`src/rtl/sga_input_conditioner.sv`:
```
`default_nettype none
// ============================================================================
// Module   : sga_input_conditioner
// Purpose  : Pushbutton front end for the Snake Game Arcade core. It does four
//            things for the six raw keys (4 directions, start, pause):
//              - synchronises each key with two flops,
//              - debounces each key with a per-key stability counter,
//              - emits one-cycle press pulses,
//              - arbitrates the direction keys into one held direction request.
// Ports    :
//   clock            in   1  system clock, rising edge
//   reset            in   1  synchronous active-high reset
//   buttons_raw      in   4  raw keys [3]=left [2]=right [1]=up [0]=down
//   start_raw        in   1  raw start key
//   pause_raw        in   1  raw pause key
//   cur_direction    in   2  direction currently applied by the game core
//   buttons_clean    out  4  debounced key levels
//   buttons_pulse    out  4  one-cycle pulse on each clean rising edge
//   start_pulse      out  1  one-cycle pulse on clean start rising edge
//   pause_level      out  1  debounced pause level
//   direction_req    out  2  last accepted direction 00=L 01=R 10=U 11=D
//   direction_valid  out  1  one-cycle pulse when direction_req is updated
// Options  : `define SGA_REVERSE_BLOCK_EN rejects a direction candidate that is
//            the exact opposite of cur_direction. Without it, cur_direction
//            is ignored.
// Revision : 1.0  initial release
// ============================================================================
module sga_input_conditioner #(
    parameter int DEBOUNCE_CYCLES = 50000,
    parameter int CNT_W           = 20
) (
    input  logic       clock,
    input  logic       reset,
    input  logic [3:0] buttons_raw,
    input  logic       start_raw,
    input  logic       pause_raw,
    input  logic [1:0] cur_direction,
    output logic [3:0] buttons_clean,
    output logic [3:0] buttons_pulse,
    output logic       start_pulse,
    output logic       pause_level,
    output logic [1:0] direction_req,
    output logic       direction_valid
);

    // Channel map: [3:0] direction keys, [4] start, [5] pause.
    localparam int             NUM_CH   = 6;
    localparam int             CH_START = 4;
    localparam int             CH_PAUSE = 5;
    localparam logic [CNT_W-1:0] CNT_MAX = CNT_W'(DEBOUNCE_CYCLES - 1);

    localparam logic [1:0] DIR_LEFT  = 2'b00;
    localparam logic [1:0] DIR_RIGHT = 2'b01;
    localparam logic [1:0] DIR_UP    = 2'b10;
    localparam logic [1:0] DIR_DOWN  = 2'b11;

    logic [NUM_CH-1:0] raw_vec;
    logic [NUM_CH-1:0] sync1_q;
    logic [NUM_CH-1:0] sync2_q;
    logic [NUM_CH-1:0] clean_q;
    logic [NUM_CH-1:0] clean_d;

    // Pause needs no pulse, so only the key and start channels get one.
    logic [CH_START:0] pulse_q;
    logic [CH_START:0] pulse_d;

    logic [1:0] dir_req_q;
    logic [1:0] dir_req_d;
    logic       dir_valid_q;
    logic       dir_valid_d;

    logic [1:0] cand_dir;
    logic       cand_present;
    logic       cand_blocked;

    assign raw_vec = {pause_raw, start_raw, buttons_raw};

    // ------------------------------------------------------------------------
    // Two-flop synchroniser for every channel
    // ------------------------------------------------------------------------
    always_ff @(posedge clock) begin
        if (reset) begin
            sync1_q <= '0;
            sync2_q <= '0;
        end else begin
            sync1_q <= raw_vec;
            sync2_q <= sync1_q;
        end
    end

    // ------------------------------------------------------------------------
    // Per-channel debounce. The counter only runs while the synchronised
    // level disagrees with the clean level. Any agreement clears it, which
    // rejects glitches shorter than DEBOUNCE_CYCLES. The counter is cleared
    // on the same edge the clean level flips, so it never passes CNT_MAX.
    // ------------------------------------------------------------------------
    for (genvar i = 0; i < NUM_CH; i++) begin : g_chan
        logic [CNT_W-1:0] cnt_q;
        logic [CNT_W-1:0] cnt_d;
        logic             match;
        logic             expire;

        assign match  = (sync2_q[i] == clean_q[i]);
        assign expire = !match && (cnt_q == CNT_MAX);

        always_comb begin
            cnt_d = cnt_q;
            if (match || expire) begin
                cnt_d = '0;
            end else begin
                cnt_d = cnt_q + CNT_W'(1);
            end
        end

        assign clean_d[i] = expire ? sync2_q[i] : clean_q[i];

        always_ff @(posedge clock) begin
            if (reset) begin
                cnt_q <= '0;
            end else begin
                cnt_q <= cnt_d;
            end
        end
    end

    // A pulse is registered from the next clean value. Because of that, it is
    // high in exactly the first cycle in which the clean level reads 1.
    assign pulse_d = clean_d[CH_START:0] & ~clean_q[CH_START:0];

    always_ff @(posedge clock) begin
        if (reset) begin
            clean_q <= '0;
            pulse_q <= '0;
        end else begin
            clean_q <= clean_d;
            pulse_q <= pulse_d;
        end
    end

    // ------------------------------------------------------------------------
    // Direction arbitration: fixed priority left > right > up > down over the
    // registered pulses. Lower-priority keys in the same cycle are dropped.
    // ------------------------------------------------------------------------
    always_comb begin
        cand_present = |pulse_q[3:0];
        cand_dir     = DIR_DOWN;
        if (pulse_q[3]) begin
            cand_dir = DIR_LEFT;
        end else if (pulse_q[2]) begin
            cand_dir = DIR_RIGHT;
        end else if (pulse_q[1]) begin
            cand_dir = DIR_UP;
        end else begin
            cand_dir = DIR_DOWN;
        end
    end

`ifdef SGA_REVERSE_BLOCK_EN
    // Opposite pairs differ only in bit 0 (L/R = 00/01, U/D = 10/11).
    assign cand_blocked = (cand_dir == (cur_direction ^ 2'b01));
`else
    logic unused_cur_direction;
    assign unused_cur_direction = ^cur_direction;
    assign cand_blocked         = 1'b0;
`endif

    // A blocked candidate is not replaced by a lower-priority key. A candidate
    // equal to the current request is still accepted, so the core sees it as
    // a keypress.
    always_comb begin
        dir_req_d   = dir_req_q;
        dir_valid_d = 1'b0;
        if (cand_present && !cand_blocked) begin
            dir_req_d   = cand_dir;
            dir_valid_d = 1'b1;
        end
    end

    always_ff @(posedge clock) begin
        if (reset) begin
            dir_req_q   <= DIR_RIGHT;
            dir_valid_q <= 1'b0;
        end else begin
            dir_req_q   <= dir_req_d;
            dir_valid_q <= dir_valid_d;
        end
    end

    // ------------------------------------------------------------------------
    // Outputs, all driven directly from flops
    // ------------------------------------------------------------------------
    assign buttons_clean   = clean_q[3:0];
    assign buttons_pulse   = pulse_q[3:0];
    assign start_pulse     = pulse_q[CH_START];
    assign pause_level     = clean_q[CH_PAUSE];
    assign direction_req   = dir_req_q;
    assign direction_valid = dir_valid_q;

endmodule
`default_nettype wire

```
`config.mk`:
```
export PLATFORM = sky130hd
export DESIGN_NAME = sga_input_conditioner
export DESIGN_NICKNAME = d
export VERILOG_FILES = /design/src/rtl/sga_input_conditioner.sv
export SDC_FILE = /design/constraint.sdc
export NUM_CORES = 1
export LEC_CHECK = 0
export ABC_AREA = 1
export CAP_MARGIN = 20
export CORE_UTILIZATION = 40
export CTS_CLUSTER_DIAMETER = 100
export DETAILED_ROUTE_END_ITERATION = 8
export MAX_ROUTING_LAYER = met4
export SLEW_MARGIN = 20
export SYNTH_ARGS = -nofsm -noshare
export SYNTH_HDL_FRONTEND = slang
export SYNTH_SLANG_ARGS = --single-unit
```
`constraint.sdc`:
```
create_clock -name clock -period 1.4 [get_ports clock]
set_input_delay 0.28 -clock clock [delete_from_list [all_inputs] [get_ports clock]]
set_output_delay 0.28 -clock clock [all_outputs]
set_load 0.02 [all_outputs]
```
==> flow_summary.json, run 1 <==
{
  "status": "completed",
  "avgSynthCellArea_sq_um": 6.65,
  "dp_hpwl_mm": 11.7,
  "synth_compound_area_share_pct": 5.76,
  "critPathSlowestCell": "clkdlybuf4s15_1",
  "grt.total_usage_pct": 18.4,
  "boundaryPins": 23,
  "yosys.area_share.simple_pct": 39.4,
  "cp-start-kind": "flop",
  "clk-insertion-delay-late_ns": 0.43,
  "synth_top_family_by_area": "simple AND/OR/NAND/NOR gates",
  "hold-path-endpoint": "sync1_q[5]",
  "skew_ns": 0.00868,
  "viasPerCell": 4.63,
  "ys_seq_area_share_pct": 39.7,
  "period_minus_slack_ns": 1.36,
  "hold_viol": 0,
  "chipWidth_microns": 138,
  "syn_area_sq_um": 7370,
  "synth_top_cell_area_share_pct": 39.7,
  "cts.path.max_buffers": 2,
  "place.gp.congestion": 0.876,
  "clkTransAtPathRegs_ns": 0.06,
  "cp.arrival_ns": 1.08,
  "synthMuxAreaShare_pct": 0,
  "synthTopCellsByArea": "dfxtp_1 40%, nand2_1 13%, nor2_1 13%",
  "ys_seq_elements": 146,
  "cts-htree-levels": 4,
  "synth_cell_types": 29,
  "drtAntennaViolNets": 0,
  "maxSlewHeadroom_pct": 77.2,
  "antennaDiodeCount": 0,
  "synthAdderAreaFrac_pct": 1.02,
  "pre_cts_ws_ns": -0.307,
  "crit_chain": "clkdlybuf4s15_1",
  "routed_wl_mm": 16.4,
  "numPortBuffers": 20,
  "fp.dieH_microns": 138,
  "fillers": 1811,
  "cts-root-buf": "clkbuf_16",
  "coreArea_sq_um": 18000,
  "r2r_slack_ns": 0.05,
  "cp-end-kind": "output pin",
  "p_per_area_nw_per_um2": 1000,
  "cts_made_buffers": 17,
  "synth_ff_type": "dfxtp_1",
  "dieArea_sq_um": 19000,
  "rsz0062_at_grt": "true",
  "r2r-end": "g_chan[3].cnt_q[12]",
  "netlist.top_cell.by_area": "dfxtp_1",
  "irDropWorstVdd_mv": 1.07,
  "setup_slack_ns": 0.0435,
  "drt_iter0_drc": 287,
  "rows": 49,
  "crit_type": "reg -> out",
  "first_pass_iters": 5,
  "post-route-period-util_pct": 96.9,
  "ff2ff_path_depth": 6,
  "postLayoutCoreUtil_pct": 50.7,
  "drive_gt1_share_pct": 17.4,
  "slowest_delay_ns": 0.33,
  "grt_pass1_vias": 5826,
  "clock_sinks": 146,
  "area_growth_syn_to_layout_pct": 24.2,
  "hold_path_depth": 3,
  "drv_cap": 0,
  "cts_hold_buf": 0,
  "yosys_warnings": 0,
  "tightestPinTransition_ns": 0.340,
  "min_path_type": "in -> reg",
  "start_util_pct": 40.9,
  "grt_max_degree": 21,
  "synth_fp_nets": 1123,
  "drv_slew": 0,
  "fmax_mhz": 737,
  "netlist_instances": 1107,
  "nNetsFinal": 1211,
  "p_leak_nw": 2.99,
  "synth_edf_count": 0,
  "path_max_fanout": 2,
  "rr_startpoint": "g_chan[3].cnt_q[1]",
  "final-setup-viol-count": 0,
  "hold_start": "pause_raw",
  "worst-path-stages": 1,
  "vias": 6659,
  "async_flop_share_pct": 0,
  "crit_buf_inv": 1,
  "antenna_found_initial": 0,
  "yosys-top-cells-count": "264 x nand2_1, 263 x nor2_1, 146 x dfxtp_1, 130 x inv_1, 69 x nand3_1",
  "grt_first_pass_wirelength_mm": 26.7,
  "synth_xor_xnor_area_share_pct": 5.71,
  "cts_tree": "done",
  "remaining_drc_errors": 0,
  "grt_overflow_total": 0,
  "drt-wirelength-per-cell_microns": 11.4,
  "crit_family": "buffers and inverters",
  "required_ns": 1.12,
  "synth.most_common_cell": "nand2_1"
}
what timing repair did:
item / 4_1_cts / 5_1_grt
resized for setup: 37 / 80
pin swaps: 2 / 15
cloned: 1 / 3
endpoints found under the setup margin: 43 / 134
setup buffers: 2 / 4
cell type report:
| type | count | area [sq um] | area share (%) |
|---|---|---|---|
| clock buffer | 23 | 468 | 5.12 |
| multi-input combinational | 816 | 4110 | 45.0 |
| inverter | 135 | 507 | 5.54 |
| clock inverter | 9 | 153 | 1.67 |
| sequential | 146 | 2940 | 32.2 |
| timing repair buffer | 79 | 678 | 7.41 |
| tap | 229 | 287 | 3.13 |
layer usage:
metal / GRT usage [%] / up-vias / share of wire [%]
li1: - / 3624 / -
met1: 24.2 / 2934 / 50
met2: 27.5 / 81 / 45
met3: 4.82 / 20 / 3.4
met4: 5.56 / 0 / 1.6
met5: - / - / 0
how the worst max path moves through the flow:
stage	from	to	slack, ns
2_1_floorplan	g_chan[4].cnt_q[0]	g_chan[4].cnt_q[16]	0.02
3_3_place_gp	reset	g_chan[1].cnt_q[14]	-0.27
3_5_place_dp	reset	g_chan[3].cnt_q[16]	-0.31
4_1_cts	clean_q[1]	buttons_clean[1]	-0.004
5_1_grt	g_chan[4].cnt_q[0]	g_chan[4].cnt_q[16]	-0.03
6_report	pulse_q[1]	buttons_pulse[1]	0.04
state kept, by name (all words and copies together) (netlist names):
register         cells
pulse_q              5
direction_valid      1
g_chan.cnt_q       120
clean_q              6
sync2_q              6
sync1_q              6
direction_req        2
report_power, final:
part	switching [mW]	internal [mW]	total (mW)
registers	0.0149	4.18	4.19
logic	0.0828	0.0681	0.151
clock network	1.75	3.08	4.83
cell usage in the layout (no fill, tap or decap), drive strengths merged:
master	n
a21oi	59
bufinv	4
clkbuf	24
o21ai	19
nand2	281
clkinv	4
nor3	8
buf	62
dfxtp	146
inv	136
clkdlybuf4s15	7
xnor2	19
clkdlybuf4s50	7
xor2	29
and2	1
dlygate4sd2	2
or2	9
nand3	77
nand4	26
o211ai	1
nor2	281
ha	6
stage by stage:
| step | setup TNS [ns] | power, mW | instances | hold WS (ns) | area, sq um |
|---|---|---|---|---|---|
| after floorplan | 0 | 4.35 | 1107 | 0.351 | 7370 |
| after global placement | -25.14 | 4.42 | 1395 | 0.393 | 8170 |
| after detailed placement | -26.43 | 4.42 | 1395 | 0.396 | 8170 |
| after CTS | -0.00367 | 9.26 | 1430 | 0.379 | 8870 |
| after global routing | -0.197 | 9.48 | 1437 | 0.404 | 9150 |
| final | 0 | 9.17 | 1437 | 0.383 | 9150 |
cell families (layout without fill, tap and decap cells):
| kind of cell | Yosys count | in the layout |
|---|---|---|
| flip-flops | 146 | 146 |
| buffers and inverters | 149 | 246 |
| AND/OR/NAND/NOR | 679 | 683 |
| AO/OA/AOI/OAI | 79 | 79 |
| XOR/XNOR | 48 | 48 |
| adder cells (fa/ha/maj) | 6 | 6 |
Power figures use the tool's default switching activity.
==> run 2, diff against run 1 <==
Settings changed: CTS_CLUSTER_SIZE set to 16.
==> results of run 2 <==
The final DEF is identical to that of run 1; final timing and power are the same.
